**src/rtl/cordic_pkg.sv**
```systemverilog
// Shared phase-format constants and the phase generator FSM state type.
// Latency: n/a (declarations only).
// Backpressure: n/a.
package cordic_pkg;

    // Phases are signed Q3.29 radians carried on a 32-bit bus.
    localparam int PHASE_W = 32;

    // PI and 2*PI in Q3.29, sized for the 34-bit signed wrap intermediate.
    localparam logic signed [33:0] PHASE_PI     = 34'sd1686629713;
    localparam logic signed [33:0] PHASE_TWO_PI = 34'sd3373259426;

    typedef enum logic {
        ST_IDLE = 1'b0,
        ST_RUN  = 1'b1
    } state_t;

endpackage

```
**src/rtl/phase_wrap.sv**
```systemverilog
// Next-phase adder: phase + step, folded into [-PI, PI] when PHASE_GEN_WRAP_EN is defined.
// Latency: purely combinational.
// Backpressure: none; the caller decides when to consume next_phase.
module phase_wrap
    import cordic_pkg::*;
(
    input  logic [PHASE_W-1:0] phase,
    input  logic [PHASE_W-1:0] step,
    output logic [PHASE_W-1:0] next_phase
);

`ifdef PHASE_GEN_WRAP_EN
    logic signed [33:0] sum;
    logic signed [33:0] wrapped;

    // Sign-extend both operands so the sum cannot overflow, then fold by one turn.
    always_comb begin
        sum     = $signed({{2{phase[PHASE_W-1]}}, phase}) + $signed({{2{step[PHASE_W-1]}}, step});
        wrapped = sum;
        if (sum > PHASE_PI) begin
            wrapped = sum - PHASE_TWO_PI;
        end else if (sum < -PHASE_PI) begin
            wrapped = sum + PHASE_TWO_PI;
        end
        next_phase = wrapped[PHASE_W-1:0];
    end
`else
    // Plain two's-complement accumulation; the carry out is simply discarded.
    always_comb begin
        next_phase = phase + step;
    end
`endif

endmodule

```
**src/rtl/axis_phase_gen.sv**
```systemverilog
// AXI-Stream phase ramp generator: emits cfg_count beats of phase0 + k*step (wrapped when PHASE_GEN_WRAP_EN is defined).
// Latency: first beat valid the cycle after start is accepted; one beat per cycle while tready is high; done the cycle after the last beat.
// Backpressure: tdata/tlast hold while tvalid && !tready; start is ignored until the burst completes.
module axis_phase_gen
    import cordic_pkg::*;
#(
    parameter int COUNT_W = 16
)
(
    input  logic               clk,
    input  logic               reset,
    input  logic               start,
    input  logic [31:0]        cfg_phase0,
    input  logic [31:0]        cfg_step,
    input  logic [COUNT_W-1:0] cfg_count,
    output logic               busy,
    output logic               done,
    output logic [31:0]        m_axis_tdata,
    output logic               m_axis_tvalid,
    input  logic               m_axis_tready,
    output logic               m_axis_tlast
);

    state_t               state;
    logic [PHASE_W-1:0]   step_q;
    logic [COUNT_W-1:0]   count_q;
    logic [COUNT_W-1:0]   beat_q;     // 1-based index of the beat currently on the bus
    logic [PHASE_W-1:0]   next_phase;

    phase_wrap u_phase_wrap (
        .phase      (m_axis_tdata),
        .step       (step_q),
        .next_phase (next_phase)
    );

    // busy is a pure decode of the state register, so reset clears it immediately.
    assign busy = (state == ST_RUN);

    // Burst sequencer: accept start in IDLE, advance one beat per handshake in RUN.
    always_ff @(posedge clk or posedge reset) begin
        if (reset) begin
            state         <= ST_IDLE;
            step_q        <= '0;
            count_q       <= '0;
            beat_q        <= '0;
            m_axis_tdata  <= '0;
            m_axis_tvalid <= 1'b0;
            m_axis_tlast  <= 1'b0;
            done          <= 1'b0;
        end else begin
            done <= 1'b0;
            case (state)
                ST_IDLE: begin
                    if (start) begin
                        step_q  <= cfg_step;
                        count_q <= cfg_count;
                        if (cfg_count != '0) begin
                            state         <= ST_RUN;
                            m_axis_tvalid <= 1'b1;
                            m_axis_tdata  <= cfg_phase0;
                            m_axis_tlast  <= (cfg_count == COUNT_W'(1));
                            beat_q        <= COUNT_W'(1);
                        end else begin
                            // Empty burst: report completion without emitting anything.
                            done <= 1'b1;
                        end
                    end
                end
                ST_RUN: begin
                    // tvalid is always high in RUN, so tready alone marks a handshake.
                    if (m_axis_tready) begin
                        if (m_axis_tlast) begin
                            state         <= ST_IDLE;
                            m_axis_tvalid <= 1'b0;
                            m_axis_tlast  <= 1'b0;
                            done          <= 1'b1;
                        end else begin
                            m_axis_tdata <= next_phase;
                            beat_q       <= beat_q + COUNT_W'(1);
                            m_axis_tlast <= ((beat_q + COUNT_W'(1)) == count_q);
                        end
                    end
                end
                default: begin
                    state <= ST_IDLE;
                end
            endcase
        end
    end

endmodule

```
**config.mk**
```make
export PLATFORM = sky130hd
export DESIGN_NAME = axis_phase_gen
export DESIGN_NICKNAME = d
export VERILOG_FILES = /design/src/rtl/cordic_pkg.sv /design/src/rtl/phase_wrap.sv /design/src/rtl/axis_phase_gen.sv
export SDC_FILE = /design/constraint.sdc
export NUM_CORES = 1
export LEC_CHECK = 0
export BUFFER_PORTS_ARGS = -buffer_cell sky130_fd_sc_hd__buf_2
export CAP_MARGIN = 5
export CORE_MARGIN = 2
export CORE_UTILIZATION = 30
export DETAILED_ROUTE_END_ITERATION = 10
export GPL_TIMING_DRIVEN = 1
export SYNTH_ARGS = -nofsm -noshare
export SYNTH_HDL_FRONTEND = slang
export SYNTH_SLANG_ARGS = --single-unit
```
**constraint.sdc**
```tcl
create_clock -name clk -period 3.61 [get_ports clk]
set_clock_uncertainty 0.05 [all_clocks]
set_input_delay 0.9025 -clock clk [delete_from_list [all_inputs] [get_ports clk]]
set_output_delay 0.9025 -clock clk [all_outputs]
set_load 0.005 [all_outputs]
```
Word-level counts from Yosys, hierarchy flattened. Index checks and enable logic that the tools add are counted. W data, S select, Z words.

Bitwise gates (word level): 1. Mux-type cells: 30. Equal/unequal tests: 7. Reductions and logical operators: 5. Add/sub/neg operators: 2.

Operator list (count): $mux W32 (4); $mux W16 (4); $pmux W32 S2 (1); $add A32 B32 Y32 (1); $pmux W16 S2 (1); $add A16 B1 Y16 const B (1); $eq A16 B1 Y1 const B (1); $eq A16 B16 Y1 (1); $mux W1 (16); $reduce_bool A16 Y1 (1); $ne A2 B2 Y1 const B (5); $pmux W1 S2 (4); $reduce_and A4 Y1 (2); $reduce_and A3 Y1 (1); $reduce_and A2 Y1 (1); $not A1 Y1 (1).

Register bits: 100. Output and inout port bits: 36. Input port bits: 84.

Depth between registers and ports, before layout. Gate-level depths: netlist of the first run.

Depth in word-level cells: 5. Mapped depth: 12. Depth with buffers taken out: 11.

Hierarchy. From an unflattened synthesis of the first run, not the netlist that was laid out.

Cell total of the unflattened synthesis: 673. Area total of the unflattened synthesis: 6498.7 sq um.

By module, submodules not included: axis_phase_gen (sequential area each 2502.4 sq um, instances 1, cells each 432, area an instance 4754.6 sq um); phase_wrap (sequential area each 0.0 sq um, instances 1, cells each 241, area an instance 1744.2 sq um).

Least setup slack after synthesis of the first run. OpenSTA, ideal clock, no wires.

Path kind: reg2reg. From: register m_axis_tdata[0]. To: register m_axis_tdata[28]. Stages on the path, launching flop included: 12. Library setup time: 0.127 ns. Path slack: 0.923 ns. Arrival time: 2.510 ns. Clock period less this slack: 2.687 ns. Required time: 3.433 ns. Cell sequence: dfrtp_1 ha_1 fa_1 a21oi_2 o21ai_2 o211ai_1 a31o_1 a31oi_4 a311o_1 a21oi_2 xor2_1 a31oi_1.

Word-level cells in the longest chain between the ends: 4.

RTL lines: start: declaration (RTL line axis_phase_gen.sv:18) `output logic [31:0] m_axis_tdata,`; start signal: assignment (RTL line axis_phase_gen.sv:60) `m_axis_tdata <= cfg_phase0;`; start signal: assignment (RTL line axis_phase_gen.sv:78) `m_axis_tdata <= next_phase;`; $add A32 B32 Y32 (RTL line phase_wrap.sv:30) `next_phase = phase + step;`; $mux W32 (RTL line axis_phase_gen.sv:72) `if (m_axis_tlast) begin`; $mux W32 (RTL line axis_phase_gen.sv:71) `if (m_axis_tready) begin`; $pmux W32 S2 (RTL line axis_phase_gen.sv:52) `case (state)`.

No other way between the ends. The select of a mux whose other input is x is not followed. A chain may end at the register's enable or synchronous reset.

Final worst setup path of the first run. Ends and elaborated chain as after synthesis.

==> results of run 1 <==
[cells in the mapped netlist, drive strengths merged, types with 3 or more instances]
cell type  count  area share
nor2b          7      0.0069
or3            6      0.0062
a21boi         3      0.0036
nand3         16       0.014
o22ai          3      0.0030
nor3b          5      0.0067
o21bai         4      0.0048
nand4          8      0.0079
xnor2         23       0.032
o21ai         51       0.043
inv            9      0.0054
dfrtp        100        0.40
a21o           9       0.011
nor2          43       0.026
mux2i         17       0.027
a21oi         55       0.047
nor4           6      0.0069
a211oi         7       0.011
nand2         57       0.034
a31oi         10       0.012
nor3          14       0.013
xor2          24       0.033
ha            32       0.064
o21a           5      0.0060
buf            9      0.0069
mux2          48       0.086
o31ai          7      0.0091
nand2b         5      0.0050
or2            3      0.0030
and3          18       0.018
clkbuf        20       0.017
[cell type report]
cell class | instances | share of cell area
multi-input cells | 508 | 0.482
clock inverters | 4 | 0.00632
clock buffers | 12 | 0.0341
repair buffers | 132 | 0.0938
flip-flops and latches | 100 | 0.333
well taps | 275 | 0.0457
inverters | 9 | 0.00482
diodes | 1 | 0.000333
[worst paths after layout]
kind	end	slack [ns]	depth (start not counted)
worst max-delay path	m_axis_tdata[28]	0.61	11
worst min-delay path	m_axis_tvalid	0.45	1
worst max register to register	m_axis_tdata[28]	0.61	11
worst min register to register	m_axis_tvalid	0.45	1
max in group asynchronous	step_q[28]	2.35	3
min in group asynchronous	count_q[13]	0.53	2
[power breakdown]
part | internal, mW | switching [mW]
sequential | 1.62 | 0.425
clock | 0.574 | 0.440
combinational | 2.10 | 2.51
[stage by stage]
step,hold WS (ns),setup WS (ns)
global placement,0.436,0.546
floorplan,0.418,0.0387
global route,0.479,0.470
finish,0.451,0.609
detailed placement,0.433,0.496
CTS,0.450,0.607
[worst max-delay path: stages (launching register included)]
cell      delay (ns)
dfrtp_1         0.40
ha_1            0.25
fa_1            0.43
a21oi_2         0.20
o21ai_2         0.10
o211ai_1        0.23
a31o_1          0.31
a31oi_4         0.16
a311o_1         0.35
a21oi_2         0.15
xor2_1          0.16
a31oi_1         0.09
[flip-flops by register name, indices dropped and copies added (netlist names)]
register,flops
m_axis_tdata,32
step_q,32
beat_q,16
count_q,16
busy,1
done,1
m_axis_tlast,1
m_axis_tvalid,1
[logic make-up (layout without fill, tap and decap cells)]
family | Yosys count | in the layout | share of synthesized area
adders and majority gates | 33 | 33 | 0.0667
muxes | 65 | 65 | 0.113
xor gates and xnor gates | 47 | 47 | 0.0653
buffers and inverters | 38 | 157 | 0.0290
other | 0 | 1 | 0
DFF | 100 | 100 | 0.397
AOI/OAI and AO/OA | 169 | 169 | 0.173
and+or+nand+nor | 194 | 194 | 0.156
[routing by layer]
layer	wire length [microns]	part of all wire
met2	7880	0.47
met4	243	0.015
met1	8000	0.48
met5	0	0
met3	617	0.037
[placed cells by master (no fill, tap or decap), drive strengths merged, types with 8 or more instances in the layout]
cell type	Yosys	layout
a21o	9	9
a21oi	55	55
a31oi	10	10
and3	18	18
buf	9	132
clkbuf	20	12
dfrtp	100	100
ha	32	32
inv	9	9
mux2	48	48
mux2i	17	17
nand2	57	57
nand3	16	16
nand4	8	8
nor2	43	43
nor3	14	14
o21ai	51	51
xnor2	23	23
xor2	24	24
==> run metrics, run 1 <==
status=complete, no violations; reg-to-reg critical path startpoint=m_axis_tdata[0]; CP Launch Point=m_axis_tdata[0]; final instance area=7520 sq um; ANT nets after route=0; H-Tree Depth=3; Max rail drop VDD=0.379 mV; met3 Usage GRT=0.0333; drt via density=between 4 and 5; DRT iter0 DRCs=approximately 320; Seq/Total Area, Yosys=0.397; Post-synth EDFFs=0; Worst EP arrival=roughly 3.2 ns; die height=~150 microns; crit path launch type=flop; Die X=~150 microns; insertion delay to the later sink of the worst-skew pair=around 0.36 ns; site row count=53; DRC=0; met1 Use GR=0.212; CTS buffer count=9; final net count=877; syn_nets=roughly 760; Clock Path Buffers=2; Setup-failing EPs final=0; Final Hold Vio Count=0; first-pass GRT wire length=27400 microns; Period Utilization, post-route=0.831; Netlist cell types=68; Post-Synthesis Cells=approximately 650; TritonCTS clock tree=built; Multi-input gate area=approximately 3600 sq um; Critical Path Fanout Max=4; Reg area=~2500 sq um; Area Growth Syn to Fin=19.4%; Critical Path RT=3.79 ns; Mapped Area=between 6000 and 7000 sq um; starting density of the core=0.303; total power=roughly 7.7 mW; Detail Placement HPWL=roughly 12000 microns; total number of vias=slightly above 5000; initial antenna violation count=1; RSZ-0062 raised after global routing=no; PortBufs=approximately 120; Avg Cell Area, Syn=approximately 10 sq um; Worst-Margin Slew=~0.67 ns; core area=~21000 sq um; fin util=0.361; max_slew headroom=0.553; Filler cells=2154; largest net degree at the start of global routing=37; Post-synth ARST share=1.00; drt pass-1 iters=5; WS Path Type=flop to flop; MaxCap Viol Count=0; setup_tns=0 ns; min-delay src=m_axis_tvalid; gr ovfl total=0; GRT Util Overall=0.159; Slew Limit Fails=0; post-cts sizing count=0; total die area=~22000 sq um; clock slew at reported path FFs=0.07 ns; Hold Crit Class=flop to flop; clock root buffer=clkbuf_16; Wirelength per Cell=around 16 microns; pwr/cell area=between 1000 and 1500 nW/um^2; fin crit period=3.00 ns; met2 Use GR=0.262; upper clock frequency limit=between 0.3 and 0.4 GHz; placed insts=1024; number of synthesized register bits=100; CTS Hold Bufs=0; Top FF cell, synth=dfrtp_1; layout cells sized above 1=0.298; synth warn=0; P_leak=between 3 and 4 nW; vias in the first global route=slightly above 5000; Top Usage Layer GRT=met2; WL final=16700 microns; CTS Sinks=100; io pins=120; postcts setup bufs=0; Final Non-Filler Cells=1041; final RePlAce weighted congestion=between 0.8 and 0.9; dpl cell area=approximately 7200 sq um; Worst Setup End Kind=flop
Power figures use the tool's default switching activity.
==> run 2, diff against run 1 <==
- clock period: 3.61 -> 2.8 ns (I/O delays scaled with it)
==> run 2 against run 1 <==
Count of clock-buffer cells in the layout is 1 lower. Setup slack worse by 0.56 ns. Critical path depth stayed put. Non-clock buffer count is 9 higher. Die area stayed put. First-iteration DRC count is 15% lower. Global-route usage is 0.32 points lower. Hold slack worse by 0.075 ns. Final cell count is 0.86% higher. Power is 31% higher. Register-to-register slack worse by 0.56 ns. Critical endpoint unchanged. Largest cell class unchanged. Highest routed layer is now met5.
==> run metrics, run 2 (synthesized netlist as in run 1, its figures left out) <==
WS Path Type=flop to flop; placed insts=1033 (+0.88%); Worst Setup End Kind=flop; CTS buffer count=9 (unchanged); clock root buffer=clkbuf_16; biggest regs=m_axis_tdata: 32 flops, step_q: 32 flops; CTS Sinks=100 (unchanged); initial antenna violation count=2 (+1); first-pass GRT wire length=26800 microns (-2.1%); PortBufs=119 (unchanged); Critical Path RT=2.98 ns (-0.81 ns); worst flop-to-flop path endpoint=m_axis_tdata[28]; Die X=149 microns (unchanged); fin util=0.366 (+0.00475); dpl cell area=7300 sq um (+1.1%); upper clock frequency limit=0.364 GHz (+9.2%); Worst-Margin Slew=0.564 ns (-0.105 ns); status=complete, no violations; reg-to-reg critical path startpoint=m_axis_tdata[0]; Setup-failing EPs final=0 (unchanged); postcts setup bufs=0 (unchanged); Internal=5.65 mW (+31%); Wirelength per Cell=16.0 microns (-0.31%); Multi-input gate area=3650 sq um (+0.52%); largest net degree at the start of global routing=62 (+68%); clock slew at reported path FFs=0.07 ns (about the same); P_leak=3.46 nW (+1.4%); Detail Placement HPWL=12400 microns (+0.17%); H-Tree Depth=3 (unchanged); ANT nets after route=0 (unchanged); Final Hold Vio Count=0 (unchanged); Clock Path Buffers=2 (unchanged); leading cell type in the layout, fill and taps excluded=buf_2; worst slack, placed=-0.0936 ns (-0.590 ns); MaxCap Viol Count=0 (unchanged); highest routed layer=met5; Reg2Reg Depth=11 (unchanged); DR WL met3=734 microns (+19%); total die area=22200 sq um (unchanged); drt pass-1 iters=4 (-1); die height=149 microns (unchanged); crit path launch type=flop; CP Launch Point=m_axis_tdata[0]; Reg area=2500 sq um (unchanged); Final Non-Filler Cells=1050 (+0.86%); Reg2Reg Setup Slack=0.05 ns (-0.56 ns); pwr/cell area=1320 nW/um^2 (+29%); site row count=53 (unchanged); most frequent cells in the layout=119 x buf_2, 100 x dfrtp_1, 56 x nand2_1; Period Utilization, post-route=0.982 (+0.150); Max rail drop VDD=0.590 mV (+56%); Combinational Power Share=0.608 (+0.007); Critical Path Fanout Max=3 (-1); Area Growth Syn to Fin=20.9%; final RePlAce weighted congestion=0.804 (about the same); Flop pwr share=0.263 (-0.004); Slew Limit Fails=0 (unchanged); DRT iter0 DRCs=268 (-15%); Worst EP arrival=2.93 ns (-0.25 ns); vias in the first global route=5081 (-0.72%); drt via density=4.97 (+0.73%); fin crit period=2.75 ns (-0.252 ns); TritonCTS clock tree=built; WL final=16800 microns (+0.55%); total number of vias=5219 (+1.6%); gr ovfl total=0 (unchanged); sw frac=0.438 (-0.00181); CTS Hold Bufs=0 (unchanged); switching power=4.40 mW (+30%); Routed met2 length=8060 microns (+2.3%); final net count=886 (+1.0%); io pins=120 (unchanged); insertion delay to the later sink of the worst-skew pair=0.36 ns (about the same); core area=20800 sq um (unchanged); final instance area=7620 sq um (+1.3%); setup slack after layout=0.0513 ns (-0.558 ns); Filler cells=2147 (-0.32%); RSZ-0062 raised after global routing=yes; GRT Util Overall=0.156 (-0.00323); routed length on met1=7820 microns (-2.2%); starting density of the core=0.303 (unchanged); Clock power frac=0.129 (-0.003); max_slew headroom=0.624 (+0.0705); layout cells sized above 1=0.311 (+0.0133); DRC=0 (unchanged); Hold Crit Class=input pin to async pin; setup_tns=0 ns (unchanged)
## run 2: cell count changes in the layout (fill, tap and decap cells not counted), sizes merged
cell,previous run,this run
inv,9,8
clkinv,2,4
clkbuf,12,11
buf,132,141
## run 2: how the worst max path moves through the flow
stage                       end  slack [ns]  cells past startpoint
2_1_floorplan  m_axis_tdata[28]        0.11                     11
3_3_place_gp          beat_q[9]       -0.07                      9
3_5_place_dp          beat_q[4]       -0.09                      9
4_1_cts        m_axis_tdata[28]       0.005                     11
5_1_grt        m_axis_tdata[28]       -0.11                     11
6_report       m_axis_tdata[28]        0.05                     11
## run 2: per-layer routing
layer	global-route usage	up-vias
li1	-	2598
met2	0.255	103
met4	0.0519	2
met1	0.205	2505
met5	0	-
met3	0.0321	11
## run 2: power by group through the flow
stage | logic, mW | clock network, mW | registers (mW)
2_1_floorplan | 4.64 | 0 | 2.51
3_3_place_gp | 6.00 | 0 | 2.66
3_5_place_dp | 6.05 | 0 | 2.67
4_1_cts | 6.10 | 1.35 | 2.65
5_1_grt | 6.83 | 1.41 | 2.73
6_report | 6.11 | 1.30 | 2.64
## run 2: area by class of cell
cell class | count | share of cell area
inverters | 9 | 0.00493
flip-flops and latches | 100 | 0.328
repair buffers | 141 | 0.103
well taps | 275 | 0.0451
diodes | 1 | 0.000328
multi-input cells | 508 | 0.478
clock buffers | 11 | 0.0332
clock inverters | 5 | 0.00657
## run 2: stage by stage
stage	hold slack [ns]	power, mW
3_3_place_gp	0.432	8.66
4_1_cts	0.377	10.1
2_1_floorplan	0.418	7.16
3_5_place_dp	0.432	8.73
6_report	0.375	10.0
5_1_grt	0.389	11.0
## run 2: worst max-delay path, cell delays in order, from the launching register on
cell and delay (ns):
dfrtp_1 0.39, ha_2 0.20, fa_2 0.39, a21oi_4 0.16
o21ai_2 0.09, o211ai_1 0.21, a31o_1 0.27, a31oi_4 0.11
a311o_1 0.34, a21oi_2 0.15, xor2_1 0.15, a31oi_1 0.09
## run 2: what timing repair did
item,4_1_cts,5_1_grt
resized for setup,1,3
endpoints found under the setup margin,1,3
cloned,0,0
pin swaps,3,3
==> run 3, diff against run 2 <==
- CTS_BUF_LIST: default -> sky130_fd_sc_hd__clkbuf_16
- RECOVER_POWER: default -> 25
==> run 3 against run 2 <==
The run now ends with max-capacitance violations, max-slew violations left. Critical path depth is the same. Final cell count is the same. Power shrank 0.47%. Via count grew 0.29%. Sequential share of layout area grew 0.20 points. Routed wire length grew 0.53%. Design area shrank 0.61%. Hold slack gained 0.078 ns. Register-to-register slack lost 0.02 ns. Count of clock-buffer cells in the layout shrank 2. Sequential cell count is the same. Critical path type unchanged.
==> run metrics, run 3 (synthesized netlist as in run 1, its figures left out) <==
WL final=16900 microns (+0.53%); biggest regs=m_axis_tdata: 32 flops, step_q: 32 flops; Setup-failing EPs final=0 (unchanged); Critical Path Fanout Max=3 (unchanged); io pins=120 (unchanged); DRT iter0 DRCs=321 (+20%); Max rail drop VDD=0.593 mV (+0.44%); Hold Crit Class=flop to flop; initial antenna violation count=2 (unchanged); CTS Sinks=100 (unchanged); crit path launch type=flop; clock slew at reported path FFs=0.07 ns (about the same); most frequent cells in the layout=118 x buf_2, 100 x dfrtp_1, 56 x nand2_1; largest net degree at the start of global routing=62 (unchanged); final RePlAce weighted congestion=0.804 (unchanged); failing checks=max-capacitance violations, max-slew violations; max_slew headroom=-0.194 (-0.818); Period Utilization, post-route=0.988 (+0.00585); die height=149 microns (unchanged); drt pass-1 iters=4 (unchanged); leading cell type in the layout, fill and taps excluded=buf_2; upper clock frequency limit=0.362 GHz (-0.59%); total power=10.0 mW (-0.47%); site row count=53 (unchanged); Final Hold Vio Count=0 (unchanged); Wirelength per Cell=16.1 microns (+0.53%); total number of vias=5234 (+0.29%); ANT nets after route=0 (unchanged); postcts setup bufs=0 (unchanged); Clock Path Buffers=2 (unchanged); Reg2Reg Depth=11 (unchanged); Reg2Reg Setup Slack=0.03 ns (-0.02 ns); starting density of the core=0.303 (unchanged); setup slack after layout=0.0349 ns (-0.0164 ns); Filler cells=2158 (+0.51%); drt via density=4.98 (+0.29%); insertion delay to the later sink of the worst-skew pair=0.36 ns (about the same); Detail Placement HPWL=12400 microns (unchanged); fin crit period=2.77 ns (+0.0164 ns); DRC=0 (unchanged); layout cells sized above 1=0.306 (-0.00517); Worst-Margin Slew=1.79 ns (+1.23 ns); vias in the first global route=5090 (+0.18%); worst slack, placed=-0.0936 ns (unchanged); first-pass GRT wire length=26800 microns (about the same); GRT Util Overall=0.156 (+0.000195); PortBufs=119 (unchanged); core area=20800 sq um (unchanged); clock root buffer=clkbuf_16; Worst Setup End Kind=flop; CTS buffer count=9 (unchanged); Area Growth Syn to Fin=20.2%; P_leak=3.44 nW (-0.45%); Critical Path RT=2.98 ns (about the same); hold-critical path depth=1; final net count=886 (unchanged); MaxCap Viol Count=2 (+2); Worst EP arrival=2.95 ns (+0.02 ns); total die area=22200 sq um (unchanged); RSZ-0062 raised after global routing=yes; Slew Limit Fails=102 (+102); H-Tree Depth=3 (unchanged); TritonCTS clock tree=built; pwr/cell area=1320 nW/um^2 (+0.14%); WS Path Type=flop to flop; gr ovfl total=0 (unchanged); Die X=149 microns (unchanged); status=finished, violations left
## run 3: where the power goes
group | internal (mW) | leakage [nW] | total [mW] | switching, mW
clock | 0.681 | 0.144 | 1.25 | 0.569
combinational | 2.82 | 2.08 | 6.11 | 3.29
sequential | 2.09 | 1.21 | 2.64 | 0.546
## run 3: through the flow
step                setup TNS [ns]  cells  area [sq um]  utilization  hold slack [ns]
floorplan                        0    646          6310            -            0.418
global placement            -0.715   1033          7300        0.350            0.432
detailed placement           -1.35   1033          7300        0.350            0.432
CTS                              0   1049          7580        0.364            0.374
global route                -0.107   1050          7570        0.364            0.478
finish                           0   1050          7570        0.364            0.453
## run 3: final timing paths
kind,end,from
worst min-delay path,m_axis_tvalid,m_axis_tvalid
min in group asynchronous,beat_q[12],reset
worst max-delay path,m_axis_tdata[28],m_axis_tdata[0]
worst max register to register,m_axis_tdata[28],m_axis_tdata[0]
worst min register to register,m_axis_tvalid,m_axis_tvalid
max in group asynchronous,step_q[17],reset
## run 3: per-layer routing
metal / vias up / wire length (microns) / global-route usage
li1: 2600 / - / -
met4: 2 / 217 / 0.0500
met3: 13 / 815 / 0.0349
met5: - / 13 / 0
met2: 110 / 8050 / 0.254
met1: 2509 / 7810 / 0.205
## run 3: critical path, stage by stage, from the launching register on
cell,delay (ns)
dfrtp_1,0.39
ha_2,0.21
fa_2,0.39
a21oi_4,0.16
o21ai_2,0.09
o211ai_1,0.21
a31o_1,0.29
a31oi_4,0.12
a311o_1,0.34
a21oi_2,0.15
xor2_1,0.15
a31oi_1,0.09
## run 3: timing repair
| item | in CTS | in global routing |
|---|---|---|
| resized for setup | 1 | 3 |
| endpoints found under the setup margin | 1 | 3 |
| pin swaps | 3 | 3 |
| gates cloned | 0 | 0 |
| hold endpoints to repair | 0 | 0 |
| hold buffers | 0 | 0 |
## run 3: final cells by class
cell class	count	area (sq um)	area share
multi-input combinational	508	3650	0.481
antenna	1	2.50	0.000330
tap	275	344	0.0454
clock buffer	9	225	0.0297
sequential	100	2500	0.330
inverter	9	35.0	0.00463
timing repair buffer	141	762	0.101
clock inverter	7	57.6	0.00760
